$ cat config.mk
export PLATFORM = sky130hd
export DESIGN_NAME = rf_write_arbiter
export DESIGN_NICKNAME = d
export VERILOG_FILES = /design/src/rtl/rf_write_arbiter.sv
export SDC_FILE = /design/constraint.sdc
export NUM_CORES = 1
export LEC_CHECK = 0
export CAP_MARGIN = 25
export CORE_AREA = 2 2 87 80
export DETAILED_ROUTE_END_ITERATION = 10
export DIE_AREA = 0 0 89 82
export PLACE_DENSITY = 0.64
export SKIP_CTS_REPAIR_TIMING = 1
export SLEW_MARGIN = 20
export SYNTH_ARGS = -nofsm -noshare
export SYNTH_HDL_FRONTEND = slang
export SYNTH_SLANG_ARGS = --single-unit
$ cat constraint.sdc
create_clock -name clk -period 1.4 [get_ports clk]
set_input_delay 0.21 -clock clk [delete_from_list [all_inputs] [get_ports clk]]
set_output_delay 0.21 -clock clk [all_outputs]
set_load 0.005 [all_outputs]
$ cat src/rtl/rf_write_arbiter.sv
// rf_write_arbiter: register-file write port arbiter with a post-reset sweep that clears r1..r15
// Ports:
//   clk, rst                     clock, asynchronous active-high reset
//   a_valid/a_ready/a_addr/a_data requester A (ALU writeback)
//   b_valid/b_ready/b_addr/b_data requester B (memory writeback)
//   hold                          register file busy, blocks all writes
//   WriteReg/DstReg/DstData       registered register-file write port
//   busy                          high while the clear sweep runs
//   rd_addr1/rd_addr2, byp_hit1/byp_hit2, byp_data  bypass taps, only with RF_ARB_BYPASS_EN
module rf_write_arbiter #(
    parameter int NREG = 16
) (
    input  logic        clk,
    input  logic        rst,
    input  logic        a_valid,
    output logic        a_ready,
    input  logic [3:0]  a_addr,
    input  logic [15:0] a_data,
    input  logic        b_valid,
    output logic        b_ready,
    input  logic [3:0]  b_addr,
    input  logic [15:0] b_data,
    input  logic        hold,
`ifdef RF_ARB_BYPASS_EN
    input  logic [3:0]  rd_addr1,
    input  logic [3:0]  rd_addr2,
    output logic        byp_hit1,
    output logic        byp_hit2,
    output logic [15:0] byp_data,
`endif
    output logic        WriteReg,
    output logic [3:0]  DstReg,
    output logic [15:0] DstData,
    output logic        busy
);
    localparam logic [3:0] LAST = 4'(NREG - 1);
    typedef enum logic {CLEAR, RUN} state_t;
    state_t state, state_nx;
    logic [3:0] cnt;
    logic ptr;
    logic run_ok, clear_wr, wr_en;
    logic [3:0] sel_addr, wr_addr;
    logic [15:0] sel_data, wr_data;
    assign busy = state == CLEAR;
    assign run_ok = state == RUN && !hold;
    assign clear_wr = busy && !hold;
    // ptr=0 favours A, ptr=1 favours B; it only matters when both are valid
    assign a_ready = run_ok && a_valid && (!b_valid || !ptr);
    assign b_ready = run_ok && b_valid && (!a_valid || ptr);
    assign sel_addr = b_ready ? b_addr : a_addr;
    assign sel_data = b_ready ? b_data : a_data;
    // register 0 is hardwired, so an accepted addr-0 transfer issues no write
    assign wr_en = clear_wr || ((a_ready || b_ready) && sel_addr != 4'd0);
    assign wr_addr = busy ? cnt : sel_addr;
    assign wr_data = busy ? 16'd0 : sel_data;
    always_comb begin
        state_nx = state;
        if (clear_wr && cnt == LAST) state_nx = RUN;
    end
    always_ff @(posedge clk or posedge rst) begin
        if (rst) state <= CLEAR;
        else state <= state_nx;
    end
    always_ff @(posedge clk or posedge rst) begin
        if (rst) begin
            cnt      <= 4'd1;
            ptr      <= 1'b0;
            WriteReg <= 1'b0;
            DstReg   <= 4'd0;
            DstData  <= 16'd0;
        end else begin
            if (clear_wr) cnt <= cnt + 4'd1;
            if (run_ok && a_valid && b_valid) ptr <= ~ptr;
            WriteReg <= wr_en;
            if (wr_en) begin
                DstReg  <= wr_addr;
                DstData <= wr_data;
            end
        end
    end
`ifdef RF_ARB_BYPASS_EN
    assign byp_hit1 = WriteReg && rd_addr1 != 4'd0 && DstReg == rd_addr1;
    assign byp_hit2 = WriteReg && rd_addr2 != 4'd0 && DstReg == rd_addr2;
    assign byp_data = DstData;
`endif
endmodule

==> tab_implementation.tex, run 1 <==
\begin{tabular}{lr}
\hline
Metric & Value \\
\hline
\multicolumn{2}{l}{\textbf{Clock tree}} \\
\quad Number of levels in the clock H-tree & 1 \\
\quad Clock Latency Late Sink & 0.27 ns \\
\quad CTS sink count & 27 \\
\quad CTS tree & yes \\
\quad Clock tree root buffer cell & sky130\_fd\_sc\_hd\_\_clkbuf\_8 \\
\quad Worst-case clock buffer depth & 2 \\
\quad Number of buffers inserted during clock tree synthesis & 3 \\
\quad Clock transition at the register clock pins on the worst setup and hold paths after CTS & 0.09 ns \\
\multicolumn{2}{l}{\textbf{Synthesis}} \\
\quad Synth Net Count & 189 \\
\quad Sequential share of the synthesized area & 43.5\% \\
\quad Distinct cell type count after synthesis & 34 \\
\quad Largest cells by area after synthesis & sky130\_fd\_sc\_hd\_\_dfrtp\_1 42\%, sky130\_fd\_sc\_hd\_\_mux2i\_1 17\%, sky130\_fd\_sc\_hd\_\_nand2\_1 4.1\% \\
\quad Warnings from Yosys & 0 \\
\quad Number of register bits inferred by synthesis & 27 \\
\quad Number of cells produced by synthesis & 143 \\
\quad Yosys top cell area share & 41.8\% \\
\quad Mean instance size in the synthesized netlist & 10.9 um\^{}2 \\
\quad Cell area after synthesis & 1560 um\^{}2 \\
\quad Biggest area consumer among synthesized cells & sky130\_fd\_sc\_hd\_\_dfrtp\_1 \\
\multicolumn{2}{l}{\textbf{Setup path}} \\
\quad Data arrival, critical path & 1.26 ns \\
\quad Family with the most delay on the worst path & flip-flops \\
\quad Required time at the worst-slack endpoint & 1.19 ns \\
\quad Number of buffers and inverters on the critical path & 2 \\
\quad Register-to-register setup slack & -0.06 ns \\
\quad Critical path type & reg -> out \\
\quad Kind of launch point of the worst setup path & register \\
\quad Crit path largest cell delay & 0.41 ns \\
\quad Crit path max fanout & 3 \\
\quad Master of the slowest instance on the critical path & sky130\_fd\_sc\_hd\_\_dfrtp\_1 \\
\quad Kind of end point of the critical path & output port \\
\quad Cells traversed along the worst timing path & nor2b\_4, buf\_4, nand2\_1, a21oi\_1, buf\_2 \\
\multicolumn{2}{l}{\textbf{STA}} \\
\quad Count of endpoints failing setup in the final report & 19 \\
\quad Setup repair after global routing missed its margin & true \\
\quad Max Freq & 0.680 GHz \\
\quad Crit path time final & 1.47 ns \\
\quad Slew headroom & 76.3\% \\
\quad Crit share post-route & 105\% \\
\quad Clock Skew & 0.00148 ns \\
\quad Worst-Margin Slew & 0.356 ns \\
\quad Number of slew-limit violations in the final report & 0 \\
\quad Final number of hold-violating endpoints & 0 \\
\quad Post-route worst setup slack & -0.0707 ns \\
\multicolumn{2}{l}{\textbf{Route}} \\
\quad Average vias per placed instance & 4.32 \\
\quad Total Routed Length & 4270 um \\
\quad Remaining design rule violation count & 0 \\
\quad Count of routing violations after the opening detailed-route iteration & 67 \\
\quad Number of nets still failing antenna checks after routing & 0 \\
\quad Routed via count & 1433 \\
\quad Drt wl/cell & 12.9 um \\
\quad 1st-pass router iterations & 4 \\
\multicolumn{2}{l}{\textbf{GRT}} \\
\quad Vias in the first global route & 1323 \\
\quad Antenna violations before repair & 0 \\
\quad Overflow left after global routing & 0 \\
\quad Total global routing track utilization & 11.4\% \\
\quad Global-route wire length before repair & 6380 um \\
\quad Maximum number of pins on one net before global-route repair & 16 \\
\multicolumn{2}{l}{\textbf{Die}} \\
\quad Standard-cell row count & 28 \\
\quad Die height & 82 um \\
\quad Die outline area & 7300 um\^{}2 \\
\quad Die X-Extent & 89 um \\
\quad Starting utilization of the core area & 24.2\% \\
\quad Top-Level Pins & 69 \\
\quad Core Footprint & 6450 um\^{}2 \\
\multicolumn{2}{l}{\textbf{Placement}} \\
\quad DP Wirelength & 3230 um \\
\quad Worst slack after detailed placement & -0.503 ns \\
\quad Final RePlAce weighted congestion & 0.755 \\
\quad Number of port buffers & 68 \\
\multicolumn{2}{l}{\textbf{Power and ir drop}} \\
\quad Maximum vdd drop & 309 uV \\
\quad P\_leak & 1.36 nW \\
\quad Total power density per cell area & 1060 nW/um\^{}2 \\
\multicolumn{2}{l}{\textbf{Finish}} \\
\quad Antenna diode count & 0 \\
\quad Fill cell instance count of the final layout & 631 \\
\quad Final Net Count & 289 \\
\quad Synth-to-Final Area Change & 82.4\% \\
\quad Combined area of the multi-input logic cells & 902 um\^{}2 \\
\quad Share of layout cells above drive strength 1 & 30.2\% \\
\quad Fin util & 44.1\% \\
\quad Footprint of the flip-flops and latches & 677 um\^{}2 \\
\multicolumn{2}{l}{\textbf{Flow run}} \\
\quad Max-cap violations & 0 \\
\multicolumn{2}{l}{\textbf{Status}} \\
\quad Outcome & finished with violations \\
\quad Violations in the final reports & setup timing \\
\multicolumn{2}{l}{\textbf{Min path}} \\
\quad Worst hold-check path type & in -> async \\
\hline
\end{tabular}
report_power, final:
| part | switching, mW | internal (mW) |
|---|---|---|
| registers | 0.122 | 0.996 |
| logic | 0.528 | 0.923 |
| clock network | 0.243 | 0.200 |
placed cells by master (no fill, tap or decap), drive strengths merged, types with 3 or more instances in the layout:
| cell | synthesis | routed |
|---|---|---|
| mux2i | 27 | 27 |
| and2 | 8 | 8 |
| xnor2 | 4 | 4 |
| clkbuf | 2 | 3 |
| a21boi | 3 | 3 |
| buf | 9 | 40 |
| a41oi | 6 | 6 |
| clkdlybuf4s50 | 0 | 45 |
| o21ai | 6 | 6 |
| inv | 7 | 7 |
| nand2 | 18 | 18 |
| a311oi | 4 | 4 |
| a221oi | 3 | 3 |
| nor2 | 5 | 5 |
| dlymetal6s2s | 0 | 21 |
| dfrtp | 26 | 26 |
registers in the layout, indices dropped and copies added (netlist names):
register,cells
WriteReg,1
DstReg,4
DstData,16
cnt,4
state,1
ptr,1
area by class of cell:
cell class	instances	share of cell area, %
sequential	27	23.8
clock buffer	3	1.45
multi-input combinational	98	31.7
clock inverter	1	0.176
timing repair buffer	106	37.9
inverter	7	0.925
tap	90	3.96
metal layers:
layer | global-route usage (%) | share of wire [%] | routed length [um] | up-vias
met5 | 0 | 0 | 0 | -
met2 | 17.3 | 49 | 2110 | 35
met1 | 15.7 | 44 | 1870 | 683
met3 | 1.81 | 4.8 | 204 | 7
met4 | 5.37 | 1.9 | 82 | 0
li1 | - | - | - | 708
per-stage QoR:
step	area (um^2)	cells	hold slack, ns	power, mW	TNS [ns]
finish	2840	332	0.207	3.01	-0.549
global route	2840	332	0.225	3.23	-2.86
CTS	2550	320	0.213	2.87	-4.94
detailed placement	2500	316	0.500	2.42	-11.13
global placement	2500	316	0.499	2.40	-11.10
floorplan	1580	143	0.262	1.68	0
final timing paths:
kind                                          from                endpoint  depth (start not counted)
worst max register to register   state$_DFFE_PP0P_   DstReg[1]$_DFFE_PP0P_                          6
worst min-delay path                           rst      cnt[3]$_DFFE_PP0P_                          2
worst min register to register  cnt[0]$_DFFE_PP1P_      cnt[0]$_DFFE_PP1P_                          1
max in group asynchronous                      rst  DstData[1]$_DFFE_PP0P_                          3
min in group clk                           b_valid         ptr$_DFFE_PP0P_                          4
worst max-delay path             state$_DFFE_PP0P_                 a_ready                          5
Yosys cell counts:
library cell and n:
sky130_fd_sc_hd__a21boi_0 3, sky130_fd_sc_hd__buf_4 4, sky130_fd_sc_hd__mux2i_1 27, sky130_fd_sc_hd__nor2b_2 1, sky130_fd_sc_hd__o2111ai_4 1, sky130_fd_sc_hd__a21oi_1 1
sky130_fd_sc_hd__a311oi_2 3, sky130_fd_sc_hd__or2_1 1, sky130_fd_sc_hd__nand2_1 17, sky130_fd_sc_hd__nor2_1 5, sky130_fd_sc_hd__inv_1 7, sky130_fd_sc_hd__a41oi_1 6
sky130_fd_sc_hd__a221oi_2 2, sky130_fd_sc_hd__nand2b_1 1, sky130_fd_sc_hd__and3b_1 1, sky130_fd_sc_hd__and4b_1 1, sky130_fd_sc_hd__a311oi_1 1, sky130_fd_sc_hd__nand2_2 1
sky130_fd_sc_hd__buf_2 2, sky130_fd_sc_hd__nand3_1 2, sky130_fd_sc_hd__ha_1 1, sky130_fd_sc_hd__dfrtp_1 26, sky130_fd_sc_hd__nand4_1 1, sky130_fd_sc_hd__a221oi_1 1
sky130_fd_sc_hd__clkbuf_1 2, sky130_fd_sc_hd__buf_6 2, sky130_fd_sc_hd__nand4b_1 1, sky130_fd_sc_hd__o21ai_1 6, sky130_fd_sc_hd__buf_8 1, sky130_fd_sc_hd__xnor2_1 4
sky130_fd_sc_hd__or4_1 1, sky130_fd_sc_hd__and2_1 8, sky130_fd_sc_hd__or4_4 1, sky130_fd_sc_hd__dfstp_2 1
worst register-to-register path: stages (launching register included):
cell and delay (ns):
sky130_fd_sc_hd__dfrtp_1 0.41, sky130_fd_sc_hd__nor2b_4 0.18, sky130_fd_sc_hd__buf_6 0.11, sky130_fd_sc_hd__o2111ai_4 0.17, sky130_fd_sc_hd__and2_4 0.20, sky130_fd_sc_hd__buf_6 0.12, sky130_fd_sc_hd__a311oi_2 0.18
cell families after synthesis:
family          after synthesis  share of synthesized area, %
flops                        27                          43.5
fa+ha+maj                     1                         0.803
mux                          27                          17.3
xor+xnor                      4                          2.25
buf+inv                      18                          7.15
compound gates               24                          14.7
simple gates                 42                          14.3
No activity file was read; power rests on OpenSTA's default activity.
==> inputs of run 2 (changes only) <==
--- a/config.mk
+++ b/config.mk
@@ -6,10 +6,10 @@
 export NUM_CORES = 1
 export LEC_CHECK = 0
 export CAP_MARGIN = 25
-export CORE_AREA = 2 2 87 80
+export CORE_AREA = 2 2 71 66
 export DETAILED_ROUTE_END_ITERATION = 10
-export DIE_AREA = 0 0 89 82
-export PLACE_DENSITY = 0.64
+export DIE_AREA = 0 0 73 68
+export PLACE_DENSITY = 0.86
 export SKIP_CTS_REPAIR_TIMING = 1
 export SLEW_MARGIN = 20
 export SYNTH_ARGS = -nofsm -noshare
==> run 2 against run 1 <==
Effect of this change: the run still ends with setup timing left; critical path depth increased by 1; maximum frequency decreased by 0.27%; non-clock buffer count is 3 higher; sequential share of layout area rose by 0.49 points; critical path type is now reg -> reg; highest routed layer unchanged.
==> tab_implementation.tex, run 2 (synthesized netlist as in run 1, its figures left out) <==
\begin{tabular}{lr}
\hline
Metric & Value \\
\hline
\multicolumn{2}{l}{\textbf{STA}} \\
\quad Max Freq & 0.678 GHz (-0.27\%) \\
\quad Final hold slack & 0.252 ns (+0.0448 ns) \\
\quad Post-route worst setup slack & -0.0746 ns (-0.00398 ns) \\
\quad Crit path time final & 1.47 ns (+0.00398 ns) \\
\quad Worst-Margin Slew & 0.294 ns (-0.0621 ns) \\
\quad Crit share post-route & 105\% (+0.28 points) \\
\quad Final number of hold-violating endpoints & 0 (unchanged) \\
\quad Accumulated negative setup slack & -0.331 ns (+0.218 ns) \\
\quad Clock Skew & 0.00902 ns (+0.00754 ns) \\
\quad Number of slew-limit violations in the final report & 0 (unchanged) \\
\quad Setup repair after global routing missed its margin & true \\
\quad Slew headroom & 80.3\% (+4.0 points) \\
\quad Count of endpoints failing setup in the final report & 15 (-4) \\
\multicolumn{2}{l}{\textbf{GRT}} \\
\quad Total global routing track utilization & 18.2\% (+6.8 points) \\
\quad Vias in the first global route & 1471 (+11\%) \\
\quad Overflow left after global routing & 0 (unchanged) \\
\quad Maximum number of pins on one net before global-route repair & 28 (+12) \\
\quad Antenna violations before repair & 0 (unchanged) \\
\quad Global-route wire length before repair & 6850 um (+7.5\%) \\
\multicolumn{2}{l}{\textbf{Setup path}} \\
\quad Cell occurring most often along the worst timing path & sky130\_fd\_sc\_hd\_\_buf\_6 \\
\quad Required time at the worst-slack endpoint & 1.60 ns (+0.41 ns) \\
\quad Kind of end point of the critical path & register \\
\quad Crit path max fanout & 5 (+2) \\
\quad Crit path largest cell delay & 0.38 ns (-0.03 ns) \\
\quad Master of the slowest instance on the critical path & sky130\_fd\_sc\_hd\_\_dfrtp\_1 \\
\quad Data arrival, critical path & 1.67 ns (+0.41 ns) \\
\quad Kind of launch point of the worst setup path & register \\
\quad Critical path type & reg -> reg \\
\quad Cells traversed along the worst timing path & and3b\_2, buf\_6, nand3\_4, and2\_4, buf\_6, a311oi\_2 \\
\multicolumn{2}{l}{\textbf{Power and ir drop}} \\
\quad Total power density per cell area & 1110 nW/um\^{}2 (+4.9\%) \\
\quad Maximum vdd drop & 444 uV (+44\%) \\
\quad P\_leak & 1.34 nW (-1.6\%) \\
\quad Total power consumption of the routed design & 3.09 mW (+2.7\%) \\
\multicolumn{2}{l}{\textbf{Die}} \\
\quad Die X-Extent & 73 um (-18\%) \\
\quad Die outline area & 4960 um\^{}2 (-32\%) \\
\quad Top-Level Pins & 69 (unchanged) \\
\quad Standard-cell row count & 23 (-18\%) \\
\quad Core Footprint & 4290 um\^{}2 (-33\%) \\
\quad Die height & 68 um (-17\%) \\
\quad Starting utilization of the core area & 36.3\% (+12 points) \\
\multicolumn{2}{l}{\textbf{Route}} \\
\quad Count of routing violations after the opening detailed-route iteration & 51 (-24\%) \\
\quad Average vias per placed instance & 5.09 (+18\%) \\
\quad Routed via count & 1502 (+4.8\%) \\
\quad Number of nets still failing antenna checks after routing & 0 (unchanged) \\
\quad 1st-pass router iterations & 4 (unchanged) \\
\quad Remaining design rule violation count & 0 (unchanged) \\
\quad Total Routed Length & 4960 um (+16\%) \\
\quad Drt wl/cell & 16.8 um (+31\%) \\
\multicolumn{2}{l}{\textbf{Clock tree}} \\
\quad Clock tree root buffer cell & sky130\_fd\_sc\_hd\_\_clkbuf\_8 \\
\quad Number of buffers inserted during clock tree synthesis & 3 (unchanged) \\
\quad CTS tree & yes \\
\quad Number of levels in the clock H-tree & 1 (unchanged) \\
\quad CTS sink count & 27 (unchanged) \\
\quad Worst-case clock buffer depth & 2 (unchanged) \\
\quad Clock Latency Late Sink & 0.29 ns (+0.02 ns) \\
\quad Clock transition at the register clock pins on the worst setup and hold paths after CTS & 0.11 ns (+0.02 ns) \\
\multicolumn{2}{l}{\textbf{Finish}} \\
\quad Share of layout cells above drive strength 1 & 29.4\% (-0.78 points) \\
\quad Final Net Count & 292 (+1.0\%) \\
\quad Largest Register & DstData \\
\quad Most common cell after layout, fill and taps aside & sky130\_fd\_sc\_hd\_\_clkdlybuf4s50\_1 \\
\quad Most used cells in the layout excluding fill and tap cells & 46 x sky130\_fd\_sc\_hd\_\_clkdlybuf4s50\_1, 27 x sky130\_fd\_sc\_hd\_\_mux2i\_1, 26 x sky130\_fd\_sc\_hd\_\_dfrtp\_1 \\
\quad Synth-to-Final Area Change & 78.7\% \\
\quad Fill cell instance count of the final layout & 304 (-52\%) \\
\quad Finished Layout Cells & 295 (-11\%) \\
\quad Registers with the most flip-flops & DstData (16), DstReg (4), cnt (4) \\
\quad Antenna diode count & 0 (unchanged) \\
\quad Number of flip-flops under the largest register name & 16 (unchanged) \\
\multicolumn{2}{l}{\textbf{Status}} \\
\quad Outcome & finished with violations \\
\quad Violations in the final reports & setup timing \\
\multicolumn{2}{l}{\textbf{Flow run}} \\
\quad Max-cap violations & 0 (unchanged) \\
\multicolumn{2}{l}{\textbf{Placement}} \\
\quad Placed cell count & 275 (-13\%) \\
\quad Worst slack after detailed placement & -0.550 ns (-0.0470 ns) \\
\quad DP Wirelength & 3340 um (+3.4\%) \\
\quad Final RePlAce weighted congestion & 0.786 (+4.2\%) \\
\quad Number of port buffers & 68 (unchanged) \\
\multicolumn{2}{l}{\textbf{Min path}} \\
\quad Worst hold-check path type & in -> async \\
\hline
\end{tabular}
run 2: worst max-delay path, delay by kind of cell (launching register included):
kind / cells / cell delay [ns]
compound gates: 1 / 0.23
buf+inv: 2 / 0.24
flops: 1 / 0.38
simple gates: 3 / 0.53
run 2: area by class of cell:
cell class                 count  area, um^2  share of cell area, %
sequential                    27         677                   24.3
inverter                       7        26.3                  0.944
multi-input combinational     98         861                   30.9
clock inverter                 1        5.00                  0.180
tap                           50        62.6                   2.25
clock buffer                   3        41.3                   1.48
timing repair buffer         109        1110                   39.9
run 2: worst paths after layout:
kind | startpoint | endpoint | slack [ns] | cells past startpoint
hold reg to reg | cnt[0]$_DFFE_PP1P_ | cnt[0]$_DFFE_PP1P_ | 0.52 | 1
hold / removal | rst | ptr$_DFFE_PP0P_ | 0.25 | 3
max in group asynchronous | rst | cnt[0]$_DFFE_PP1P_ | 0.92 | 3
setup reg to reg | state$_DFFE_PP0P_ | DstReg[1]$_DFFE_PP0P_ | -0.07 | 6
setup / recovery | state$_DFFE_PP0P_ | DstReg[1]$_DFFE_PP0P_ | -0.07 | 6
min in group clk | a_addr[2] | DstReg[2]$_DFFE_PP0P_ | 0.33 | 3
run 2: per-stage QoR:
| stage | util (%) | cell area, um^2 |
|---|---|---|
| finish | 64.9 | 2780 |
| global route | 64.9 | 2780 |
| CTS | 58.0 | 2490 |
| detailed placement | 57.0 | 2440 |
| global placement | 57.0 | 2440 |
| floorplan | - | 1580 |
run 2: report_power, final:
part           switching (mW)  internal (mW)  total, mW  leakage (nW)
registers               0.145          0.996       1.14         0.308
clock network           0.279          0.201      0.480        0.0255
logic                   0.542          0.930       1.47          1.01
run 2: layer usage:
metal	up-vias	GRT usage (%)	wire length (um)
met4	0	9.03	136
met1	737	21.6	2010
met5	-	0	0
met2	39	32.1	2640
li1	712	-	-
met3	14	2.80	171
